[config.mk]
export PLATFORM = sky130hd
export DESIGN_NAME = game_fsm_ctrl
export DESIGN_NICKNAME = d
export VERILOG_FILES = /design/src/rtl/game_fsm_ctrl.sv
export SDC_FILE = /design/constraint.sdc
export NUM_CORES = 1
export LEC_CHECK = 0
export ABC_AREA = 0
export CORE_MARGIN = 3
export CORE_UTILIZATION = 42
export DETAILED_ROUTE_END_ITERATION = 6
export SYNTH_ARGS = -nofsm -noshare
export SYNTH_HDL_FRONTEND = slang
export SYNTH_SLANG_ARGS = --single-unit
[constraint.sdc]
create_clock -name clk -period 2.7 [get_ports clk]
set_input_delay 0.54 -clock clk [delete_from_list [all_inputs] [get_ports clk]]
set_output_delay 0.54 -clock clk [all_outputs]
set_load 0.1 [all_outputs]
[src/rtl/game_fsm_ctrl.sv]
// Snake game top-level sequencer: start, run, pause, death dwell, game-over
// dwell and restart. Lives are tracked here. A single hold counter times
// both the DIE and GAMEOVER dwells.
//
//  state    | meaning
//  ---------+-----------------------------------------------------------
//  INITIAL  | waiting for any direction press to start or resume play
//  RUNNING  | snake moving; a collision costs a life, a pause press pauses
//  PAUSED   | frozen; collisions and directions ignored until pause press
//  DIE      | death animation dwell of exactly DIE_HOLD cycles
//  GAMEOVER | no lives left; restart accepted once OVER_HOLD has elapsed
module game_fsm_ctrl #(
  parameter int unsigned DIE_HOLD  = 100_000_000,
  parameter int unsigned OVER_HOLD = 150_000_000,
  parameter int unsigned LIVES     = 3,
  parameter int unsigned PAUSE_EN  = 1
) (
  input  logic       clk,
  input  logic       rst,
  input  logic       up,
  input  logic       down,
  input  logic       right,
  input  logic       left,
  input  logic       pause,
  input  logic       hit_boundary,
  input  logic       hit_self,
  output logic [2:0] game_state,
  output logic [3:0] lives_left,
  output logic       respawn,
  output logic       game_over
);

  localparam int unsigned CNT_MAX = (DIE_HOLD > OVER_HOLD) ? DIE_HOLD : OVER_HOLD;
  localparam int CW = $clog2(CNT_MAX + 1);

  typedef enum logic [2:0] {
    S_RUNNING  = 3'd0,
    S_DIE      = 3'd1,
    S_INITIAL  = 3'd2,
    S_PAUSED   = 3'd3,
    S_GAMEOVER = 3'd4
  } state_t;

  state_t        state_q, state_d;
  logic [3:0]    lives_q, lives_d;
  logic [CW-1:0] cnt_q, cnt_d;
  logic          pause_q;
  logic          respawn_q, respawn_d;

  logic any_dir;
  logic pause_rise;
  logic collision;
  logic die_done;
  logic over_sat;

  assign any_dir    = up | down | left | right;
  assign pause_rise = pause & ~pause_q;
  assign collision  = hit_boundary | hit_self;
  assign die_done   = (cnt_q == CW'(DIE_HOLD - 1));
  assign over_sat   = (cnt_q == CW'(OVER_HOLD - 1));

  // State, lives, shared hold counter, pause edge history and respawn pulse.
  always_ff @(posedge clk or negedge rst) begin
    if (!rst) begin
      state_q   <= S_INITIAL;
      lives_q   <= 4'(LIVES);
      cnt_q     <= '0;
      pause_q   <= 1'b0;
      respawn_q <= 1'b0;
    end else begin
      state_q   <= state_d;
      lives_q   <= lives_d;
      cnt_q     <= cnt_d;
      pause_q   <= pause;
      respawn_q <= respawn_d;
    end
  end

  // Next-state decode; collision beats pause in RUNNING, and the counter is
  // cleared on every dwell exit so it starts from zero on the next entry.
  always_comb begin
    state_d   = state_q;
    lives_d   = lives_q;
    cnt_d     = cnt_q;
    respawn_d = 1'b0;
    case (state_q)
      S_INITIAL: begin
        cnt_d = '0;
        if (any_dir) state_d = S_RUNNING;
      end
      S_RUNNING: begin
        if (collision) begin
          state_d = S_DIE;
          cnt_d   = '0;
          lives_d = (lives_q == 4'd0) ? 4'd0 : lives_q - 4'd1;
        end else if (pause_rise && (PAUSE_EN != 0)) begin
          state_d = S_PAUSED;
        end
      end
      S_PAUSED: begin
        if (pause_rise) state_d = S_RUNNING;
      end
      S_DIE: begin
        if (die_done) begin
          cnt_d = '0;
          if (lives_q == 4'd0) begin
            state_d = S_GAMEOVER;
          end else begin
            state_d   = S_INITIAL;
            respawn_d = 1'b1;
          end
        end else begin
          cnt_d = cnt_q + CW'(1);
        end
      end
      S_GAMEOVER: begin
        if (over_sat) begin
          if (any_dir) begin
            state_d = S_INITIAL;
            lives_d = 4'(LIVES);
            cnt_d   = '0;
          end
        end else begin
          cnt_d = cnt_q + CW'(1);
        end
      end
      default: begin
        state_d = S_INITIAL;
        cnt_d   = '0;
      end
    endcase
  end

  assign game_state = state_q;
  assign lives_left = lives_q;
  assign respawn    = respawn_q;
  assign game_over  = (state_q == S_GAMEOVER);

endmodule

==> impl_metrics.env, run 1 <==
export IMPL_outcome="completed"
export IMPL_clock_latency_ps=290
export IMPL_layout_commonest_cell="dfrtp_1"
export IMPL_relSlewSlack_pct=43.70
export IMPL_grt_total_usage_pct=20.25
export IMPL_synth_cell_types=58
export IMPL_place_gp_congestion=0.8068
export IMPL_cp_cell_sequence="or4_1 > o31a_1 > buf_4 > o21ai_1 > o211ai_1"
export IMPL_syn_area_um2=2434
export IMPL_worst_endpoint_required_ps=2870
export IMPL_placedCellCount=364
export IMPL_finalNetCount=309
export IMPL_port_buffer_count=17
export IMPL_critical_path_slowest_cell="or4_1"
export IMPL_skew_ps=6.668
export IMPL_syn_num_nets=292
export IMPL_multi_input_area_um2=1385
export IMPL_path_clk_slew_ps=80
export IMPL_cts_hold_buf=0
export IMPL_num_vias=2215
export IMPL_async_flop_share_pct=100.0
export IMPL_drt_vias_per_instance=5.954
export IMPL_crit_family="compound AO/OA/AOI/OAI gates"
export IMPL_start_util_pct=43.66
export IMPL_postCtsSetupBuffers=0
export IMPL_leakagePower_nw=1.153
export IMPL_setup_tns_ps=0
export IMPL_dp_hpwl_um=4448
export IMPL_finalNonFillerCells=372
export IMPL_yosys_warnings=0
export IMPL_row_count=27
export IMPL_crit_type="flip-flop to flip-flop"
export IMPL_fmax_mhz=434.4
export IMPL_grt_antenna_before_repair=0
export IMPL_synthCells=282
export IMPL_cts_buffers=5
export IMPL_fillerInstances=551
export IMPL_die_y_um=82.12
export IMPL_layout_drive_gt1_share_pct=16.33
export IMPL_ys_flop_type="dfrtp_1"
export IMPL_initialDrtViolationCount=116
export IMPL_ys_ff_latch=37
export IMPL_seq_area_um2=930.9
export IMPL_irDropWorstVdd_mv=0.4073
export IMPL_cts_resized=0
export IMPL_crit_path_max_fanout=15
export IMPL_route_detailed_drc=0
export IMPL_floorplan_die_area_um2=6744
export IMPL_critPathCaptureType="flip-flop"
export IMPL_place_area_um2=2654
export IMPL_core_area_um2=5574
export IMPL_hp_class="input port to asynchronous set/reset pin"
export IMPL_htreeDepth=2
export IMPL_final_cell_mix="dfrtp_1, nand2_1, o21ai_0"
export IMPL_ant_nets=0
export IMPL_critical_path_max_stage_delay_ps=700
export IMPL_setup_viol=0
export IMPL_cts_buffer_depth=2
export IMPL_synth_edf_count=0
export IMPL_drt_total_wl_um=6185
export IMPL_diodes=0
export IMPL_tightest_slew_ps=844.5
export IMPL_grt_pass1_vias=2006
export IMPL_cp_arrival_ps=2480
export IMPL_grt_max_degree=38
export IMPL_grt_remaining_overflow=0
export IMPL_numClockSinks=37
export IMPL_whs_ps=354.8
export IMPL_pin_count=18
export IMPL_synth_avg_cell_area_um2=8.630
export IMPL_drt_pass1_iterations=4
export IMPL_layout_min_cycle_time_ps=2302
export IMPL_drv_cap=0
export IMPL_grt_pass1_wl_um=10370
export IMPL_rsz0062_at_grt="false"
export IMPL_fin_crit_sh_pct=85.26
export IMPL_cp_start_kind="flip-flop"
export IMPL_syn2layout_area_growth_pct=12.60
export IMPL_final_max_slew_viol_count=0
export IMPL_cts_tree="yes"
export IMPL_path_buf_inv=1
export IMPL_drt_wirelength_per_cell_um=16.63
export IMPL_design_area_um2=2740
export IMPL_powerDensity_nw_per_um2=653.7
export IMPL_ctsRootBufferMaster="clkbuf_8"
export IMPL_die_w_um=82.12
export IMPL_hold_viol_final=0
export IMPL_ys_seq_area_share_pct=38.20
final timing paths:
kind                                 startpoint  cells past startpoint                        end  slack, ps
max                        cnt_q[8]$_DFFE_PN0P_                      5       cnt_q[8]$_DFFE_PN0P_        400
min                                         rst                      1      cnt_q[22]$_DFFE_PN0P_        350
max reg2reg                cnt_q[8]$_DFFE_PN0P_                      5       cnt_q[8]$_DFFE_PN0P_        400
min reg2reg                cnt_q[0]$_DFFE_PN0P_                      1       cnt_q[0]$_DFFE_PN0P_        530
max in group asynchronous                   rst                      1  game_state[0]$_DFFE_PN0P_       1770
min in group clk           cnt_q[0]$_DFFE_PN0P_                      1       cnt_q[0]$_DFFE_PN0P_        530
cells in the mapped netlist, types with 2 or more instances:
| library cell | count | area (um^2) |
|---|---|---|
| a2111oi_0 | 2 | 17.52 |
| o211ai_1 | 4 | 30.03 |
| or3_1 | 2 | 12.51 |
| nor3b_1 | 4 | 30.03 |
| nor2b_1 | 5 | 31.28 |
| and2_1 | 4 | 25.02 |
| o21a_1 | 3 | 22.52 |
| inv_1 | 6 | 22.52 |
| nor3_1 | 15 | 75.07 |
| nand2_1 | 31 | 116.4 |
| nor4_1 | 8 | 50.05 |
| a21oi_1 | 11 | 55.05 |
| buf_6 | 3 | 33.78 |
| a211o_2 | 2 | 20.02 |
| xor2_1 | 5 | 43.79 |
| nand2b_1 | 4 | 25.02 |
| buf_2 | 5 | 25.02 |
| clkbuf_1 | 9 | 33.78 |
| o21ai_1 | 2 | 10.01 |
| o22ai_1 | 8 | 50.05 |
| nor2_1 | 12 | 45.04 |
| o21ai_0 | 24 | 120.1 |
| dfrtp_1 | 34 | 850.8 |
| dfstp_2 | 3 | 78.83 |
| a22o_1 | 7 | 61.31 |
| nand4_1 | 3 | 18.77 |
| nand3_1 | 12 | 60.06 |
| o31a_1 | 2 | 17.52 |
| and3_1 | 8 | 50.05 |
| a2bb2oi_1 | 6 | 52.55 |
| or4_1 | 5 | 37.54 |
| or2_2 | 2 | 12.51 |
| and4_1 | 6 | 52.55 |
report_power, final:
part / switching, mW / internal, mW / total [mW]
Combinational: 0.493 / 0.224 / 0.717
Sequential: 0.0836 / 0.613 / 0.696
Clock: 0.199 / 0.179 / 0.378
sequential cells by signal, indices dropped and copies added, names as in the netlist:
| signal | flops |
|---|---|
| game_state | 3 |
| cnt_q | 28 |
| respawn | 1 |
| lives_left | 4 |
| pause_q | 1 |
routing by layer:
| metal | vias to the layer above | wire length, um | global-route usage (%) |
|---|---|---|---|
| met5 | - | 0 | 0 |
| met4 | 0 | 79 | 5.980 |
| met3 | 6 | 416 | 3.905 |
| met2 | 67 | 2778 | 31.18 |
| met1 | 1042 | 2911 | 28.80 |
| li1 | 1100 | - | - |
through the flow:
| stage | utilization, % | worst slack [ps] | total power, mW |
|---|---|---|---|
| 5_1_grt | 49.16 | 236.3 | 1.927 |
| 4_1_cts | 49.09 | 218.3 | 1.807 |
| 6_report | 49.16 | 397.9 | 1.791 |
| 3_5_place_dp | 47.61 | 224.7 | 1.425 |
| 2_1_floorplan | - | 50.35 | 1.254 |
| 3_3_place_gp | 47.61 | 247.7 | 1.427 |
logic make-up (layout without fill, tap and decap cells):
| logic type | Yosys count | after routing | share of synthesized area, % |
|---|---|---|---|
| adder cells (fa/ha/maj) | 1 | 1 | 0.5141 |
| multiplexers | 1 | 1 | 0.4627 |
| AO/OA/AOI/OAI | 84 | 84 | 23.81 |
| flip-flops | 37 | 37 | 38.20 |
| XOR/XNOR | 6 | 6 | 2.159 |
| buffers and inverters | 24 | 42 | 5.295 |
| AND/OR/NAND/NOR | 129 | 129 | 29.56 |
cell type report:
type / instances / share of cell area [%]
clock buffer: 6 / 2.648
clock inverter: 2 / 0.3653
inverter: 6 / 0.9589
multi-input combinational: 221 / 50.55
sequential: 37 / 33.97
tap: 72 / 3.288
timing repair buffer: 28 / 8.219
worst reg2reg max path, cell delays in order, from the launching register on:
cell and delay [ps]:
dfrtp_1 480, or4_1 700, o31a_1 530, buf_4 240
o21ai_1 130, o211ai_1 100
No activity file was read; power rests on OpenSTA's default activity.
==> run 2, diff against run 1 <==
- CAP_MARGIN: unset -> 20
- SKIP_CTS_REPAIR_TIMING: unset -> 1
==> run 2 against run 1 <==
- combinational power barely moved
- first-iteration DRC count is 6.9% higher
- register-to-register slack better by 20 ps
- worst setup slack improved by 15 ps
- clock power hardly changed
- global-route usage unchanged
- total power about the same
- sequential power is essentially flat
- routed wire length up 0.37%
- critical path type unchanged
- worst hold slack improved by 1.1 ps
- non-clock buffer count increased by 1
==> impl_metrics.env, run 2 (synthesis gave the netlist of run 1 again) <==
export IMPL_outcome="completed"
export IMPL_place_gp_congestion=0.8068
export IMPL_rsz0062_at_grt="false"
export IMPL_grt_remaining_overflow=0
export IMPL_grt_pass1_wl_um=10370
export IMPL_syn2layout_area_growth_pct=12.75
export IMPL_seq_area_um2=930.9
export IMPL_reg2reg_from="cnt_q[8]$_DFFE_PN0P_"
export IMPL_core_area_um2=5574
export IMPL_final_cell_mix="dfrtp_1, nand2_1, o21ai_0"
export IMPL_place_area_um2=2654
export IMPL_layout_drive_gt1_share_pct=16.28
export IMPL_cts_buffers=5
export IMPL_fmax_mhz=437.3
export IMPL_groute_layer_met3_usage_pct=3.905
export IMPL_fillerInstances=548
export IMPL_design_area_um2=2744
export IMPL_diodes=0
export IMPL_ctsRootBufferMaster="clkbuf_8"
export IMPL_drt_pass1_iterations=4
export IMPL_die_w_um=82.12
export IMPL_port_buffer_count=17
export IMPL_final_max_slew_viol_count=0
export IMPL_crit_path_max_fanout=15
export IMPL_row_count=27
export IMPL_numClockSinks=37
export IMPL_grt_antenna_before_repair=0
export IMPL_critical_path_startpoint="cnt_q[8]$_DFFE_PN0P_"
export IMPL_dp_hpwl_um=4448
export IMPL_floorplan_die_area_um2=6744
export IMPL_grt_busiest_layer="met2"
export IMPL_cts_tree="yes"
export IMPL_route_detailed_drc=0
export IMPL_drv_cap=0
export IMPL_drt_wirelength_per_cell_um=16.64
export IMPL_met2_usage_pct=31.18
export IMPL_htreeDepth=2
export IMPL_relSlewSlack_pct=43.83
export IMPL_setup_tns_ps=0
export IMPL_clock_latency_ps=290
export IMPL_finalNetCount=310
export IMPL_multi_input_area_um2=1381
export IMPL_num_vias=2227
export IMPL_cp_start_kind="flip-flop"
export IMPL_powerDensity_nw_per_um2=652.8
export IMPL_layout_min_cycle_time_ps=2287
export IMPL_cts_buffer_depth=2
export IMPL_critPathCaptureType="flip-flop"
export IMPL_start_util_pct=43.66
export IMPL_tightest_slew_ps=842.6
export IMPL_hp_class="input port to asynchronous set/reset pin"
export IMPL_grt_pass1_vias=2006
export IMPL_leakagePower_nw=1.159
export IMPL_initialDrtViolationCount=124
export IMPL_drt_total_wl_um=6208
export IMPL_cp_arrival_ps=2460
export IMPL_drt_vias_per_instance=5.971
export IMPL_largest_register_ffs=28
export IMPL_largest_register="cnt_q"
export IMPL_worst_endpoint_required_ps=2870
export IMPL_grt_use_met1_pct=28.80
export IMPL_layout_commonest_cell="dfrtp_1"
export IMPL_pin_count=18
export IMPL_setup_viol=0
export IMPL_irDropWorstVdd_mv=0.4067
export IMPL_fin_crit_sh_pct=84.70
export IMPL_reg2reg_depth=5
export IMPL_hold_viol_final=0
export IMPL_crit_type="flip-flop to flip-flop"
export IMPL_skew_ps=6.316
export IMPL_ant_nets=0
export IMPL_grt_max_degree=38
export IMPL_path_clk_slew_ps=80
export IMPL_die_y_um=82.12
export IMPL_grt_total_usage_pct=20.25
-- run 2: cell count changes in the layout (fill, tap and decap cells not counted), sizes merged --
cell / previous run / this run
buf: 21 / 22
-- run 2: per-stage QoR --
step           util, %  setup slack, ps  hold slack [ps]  total power [mW]  std cells
2_1_floorplan        -            50.35            244.4             1.254        282
3_3_place_gp     47.61            247.7            511.4             1.427        364
3_5_place_dp     47.61            224.7            522.1             1.425        364
4_1_cts          49.09            218.3            381.2             1.807        372
5_1_grt          49.23            242.1            410.9             1.927        373
6_report         49.23            413.1            355.9             1.791        373
-- run 2: layout make-up --
| cell class | instances | share of cell area, % |
|---|---|---|
| inverters | 6 | 0.9576 |
| clock buffers | 6 | 2.645 |
| clock inverters | 2 | 0.3648 |
| well taps | 72 | 3.283 |
| multi-input cells | 221 | 50.34 |
| flip-flops and latches | 37 | 33.93 |
| repair buffers | 29 | 8.482 |
-- run 2: path summary, 6_finish.rpt --
path	slack (ps)	end
min	360	respawn$_DFF_PN0_
max in group asynchronous	1770	game_state[0]$_DFFE_PN0P_
min in group clk	530	cnt_q[0]$_DFFE_PN0P_
min reg2reg	530	cnt_q[0]$_DFFE_PN0P_
max reg2reg	410	cnt_q[8]$_DFFE_PN0P_
max	410	cnt_q[8]$_DFFE_PN0P_
-- run 2: power by group --
group	switching [mW]	internal, mW	total [mW]
combinational	0.496	0.224	0.720
sequential	0.0830	0.613	0.696
clock	0.197	0.179	0.376
total	0.776	1.02	1.79
-- run 2: worst max-delay path, stage by stage, from the launching register on --
cell,delay [ps]
dfrtp_1,480
or4_1,700
o31a_1,520
buf_4,230
o21ai_1,130
o211ai_1,100
-- run 2: layer usage --
layer	vias to the layer above	part of all wire [%]
li1	1104	-
met1	1054	47
met2	63	46
met3	6	5.8
met4	0	1.3
met5	-	0
==> run 3, diff against run 2 <==
- clock period: 2.7 -> 2.32 ns (I/O delays scaled with it)
==> run 3 against run 2 <==
- register-to-register slack got worse by 280 ps
- non-clock buffer count rose by 17
- utilization rose by 4.5 points
- sequential cell count did not move
- sequential power rose by 19%
- critical path type unchanged
- critical endpoint is now cnt_q[20]$_DFFE_PN0P_
- largest power group unchanged
- highest routed layer unchanged
==> impl_metrics.env, run 3 (synthesis gave the netlist of run 1 again) <==
export IMPL_grt_max_degree=20
export IMPL_numClockSinks=37
export IMPL_drt_vias_per_instance=6.059
export IMPL_hp_class="input port to asynchronous set/reset pin"
export IMPL_syn2layout_area_growth_pct=23.03
export IMPL_final_cell_mix="buf_4, dfrtp_1, nand2_1"
export IMPL_cp_arrival_ps=2360
export IMPL_groute_layer_met3_usage_pct=5.098
export IMPL_drt_wirelength_per_cell_um=17.45
export IMPL_grt_use_met1_pct=28.97
export IMPL_ant_nets=0
export IMPL_ctsRootBufferMaster="clkbuf_8"
export IMPL_port_buffer_count=17
export IMPL_crit_path_max_fanout=6
export IMPL_path_clk_slew_ps=80
export IMPL_cp_start_kind="flip-flop"
export IMPL_design_area_um2=2994
export IMPL_diodes=0
export IMPL_clock_latency_ps=300
export IMPL_skew_ps=7.637
export IMPL_setup_viol=0
export IMPL_row_count=27
export IMPL_crit_type="flip-flop to flip-flop"
export IMPL_fmax_mhz=456.6
export IMPL_cts_tree="yes"
export IMPL_relSlewSlack_pct=73.18
export IMPL_hold_viol_final=0
export IMPL_placedCellCount=381
export IMPL_htreeDepth=2
export IMPL_drv_cap=0
export IMPL_pin_count=18
export IMPL_num_vias=2363
export IMPL_critical_path_startpoint="cnt_q[27]$_DFFE_PN0P_"
export IMPL_floorplan_die_area_um2=6744
export IMPL_reg2reg_from="cnt_q[27]$_DFFE_PN0P_"
export IMPL_reg2reg_depth=6
export IMPL_leakagePower_nw=1.293
export IMPL_grt_pass1_wl_um=11360
export IMPL_place_gp_congestion=0.9206
export IMPL_drt_total_wl_um=6805
export IMPL_largest_register_ffs=28
export IMPL_dp_hpwl_um=4851
export IMPL_worst_endpoint_required_ps=2490
export IMPL_crit_family="simple AND/OR/NAND/NOR gates"
export IMPL_place_area_um2=2843
export IMPL_finish_utilization_pct=53.71
export IMPL_p_total_mw=2.415
export IMPL_grt_total_usage_pct=22.20
export IMPL_initialDrtViolationCount=144
export IMPL_critical_path_slowest_cell="or4_1"
export IMPL_finalNonFillerCells=390
export IMPL_reg2reg_setup_slack_ps=130
export IMPL_grt_antenna_before_repair=0
export IMPL_cts_buffer_depth=2
export IMPL_die_w_um=82.12
export IMPL_cp_cell_sequence="nand4b_1 > or4_1 > o31a_1 > buf_4 > o21ai_0 > a2bb2oi_1"
export IMPL_route_detailed_drc=0
export IMPL_layout_commonest_cell="buf_4"
export IMPL_path_buf_inv=1
export IMPL_finalNetCount=327
export IMPL_largest_register="cnt_q"
export IMPL_core_area_um2=5574
export IMPL_cts_buffers=5
export IMPL_whs_ps=83.42
export IMPL_critical_path_max_stage_delay_ps=570
export IMPL_die_y_um=82.12
export IMPL_layout_min_cycle_time_ps=2190
export IMPL_r2r_end="cnt_q[20]$_DFFE_PN0P_"
export IMPL_start_util_pct=43.66
export IMPL_powerDensity_nw_per_um2=806.5
export IMPL_layout_drive_gt1_share_pct=23.58
export IMPL_fin_crit_sh_pct=94.39
export IMPL_final_max_slew_viol_count=0
export IMPL_tightest_slew_ps=402.3
export IMPL_met2_usage_pct=35.78
export IMPL_grt_pass1_vias=2262
export IMPL_grt_remaining_overflow=0
export IMPL_irDropWorstVdd_mv=0.7140
export IMPL_outcome="completed"
export IMPL_critPathCaptureType="flip-flop"
export IMPL_grt_busiest_layer="met2"
export IMPL_drt_pass1_iterations=4
## run 3: per-stage QoR
| stage | setup TNS (ps) | setup slack [ps] |
|---|---|---|
| after detailed placement | -223.0 | -89.94 |
| after floorplan | 0 | 18.76 |
| final | 0 | 130.1 |
| after global placement | 0 | 9.337 |
| after global routing | -4.183 | -4.183 |
| after CTS | 0 | 54.54 |
## run 3: power by group
| group | leakage [nW] | switching [mW] | internal, mW |
|---|---|---|---|
| combinational | 0.739 | 0.629 | 0.359 |
| sequential | 0.496 | 0.112 | 0.718 |
| clock | 0.0585 | 0.246 | 0.351 |
| total | 1.29 | 0.987 | 1.43 |
## run 3: layout make-up
type	instances	area, um^2
fill	498	2580
timing repair buffer	46	385.4
multi-input combinational	221	1438
clock buffer	7	86.33
sequential	37	938.4
clock inverter	1	30.03
tap	72	90.09
inverter	6	26.28
## run 3: how the worst max path moves through the flow
stage / endpoint / slack [ps] / cells after the start
2_1_floorplan: lives_left[0]$_DFFE_PN1P_ / 20 / 6
3_3_place_gp: cnt_q[23]$_DFFE_PN0P_ / 9 / 6
3_5_place_dp: cnt_q[20]$_DFFE_PN0P_ / -90 / 6
4_1_cts: cnt_q[20]$_DFFE_PN0P_ / 50 / 7
5_1_grt: cnt_q[20]$_DFFE_PN0P_ / -4 / 8
6_report: cnt_q[20]$_DFFE_PN0P_ / 130 / 6
## run 3: worst reg2reg max path, cell delays in order, from the launching register on
cell       delay (ps)
dfrtp_1           410
nand4b_1          180
or4_1             570
o31a_1            440
buf_4             200
o21ai_0           170
a2bb2oi_1         100
## run 3: per-layer routing
metal  routed length (um)  part of all wire, %  vias to the layer above
li1                     -                    -                     1137
met1                 2954                   43                     1117
met2                 3202                   47                       97
met3                  533                  7.8                       12
met4                  115                  1.7                        0
met5                    0                    0                        -
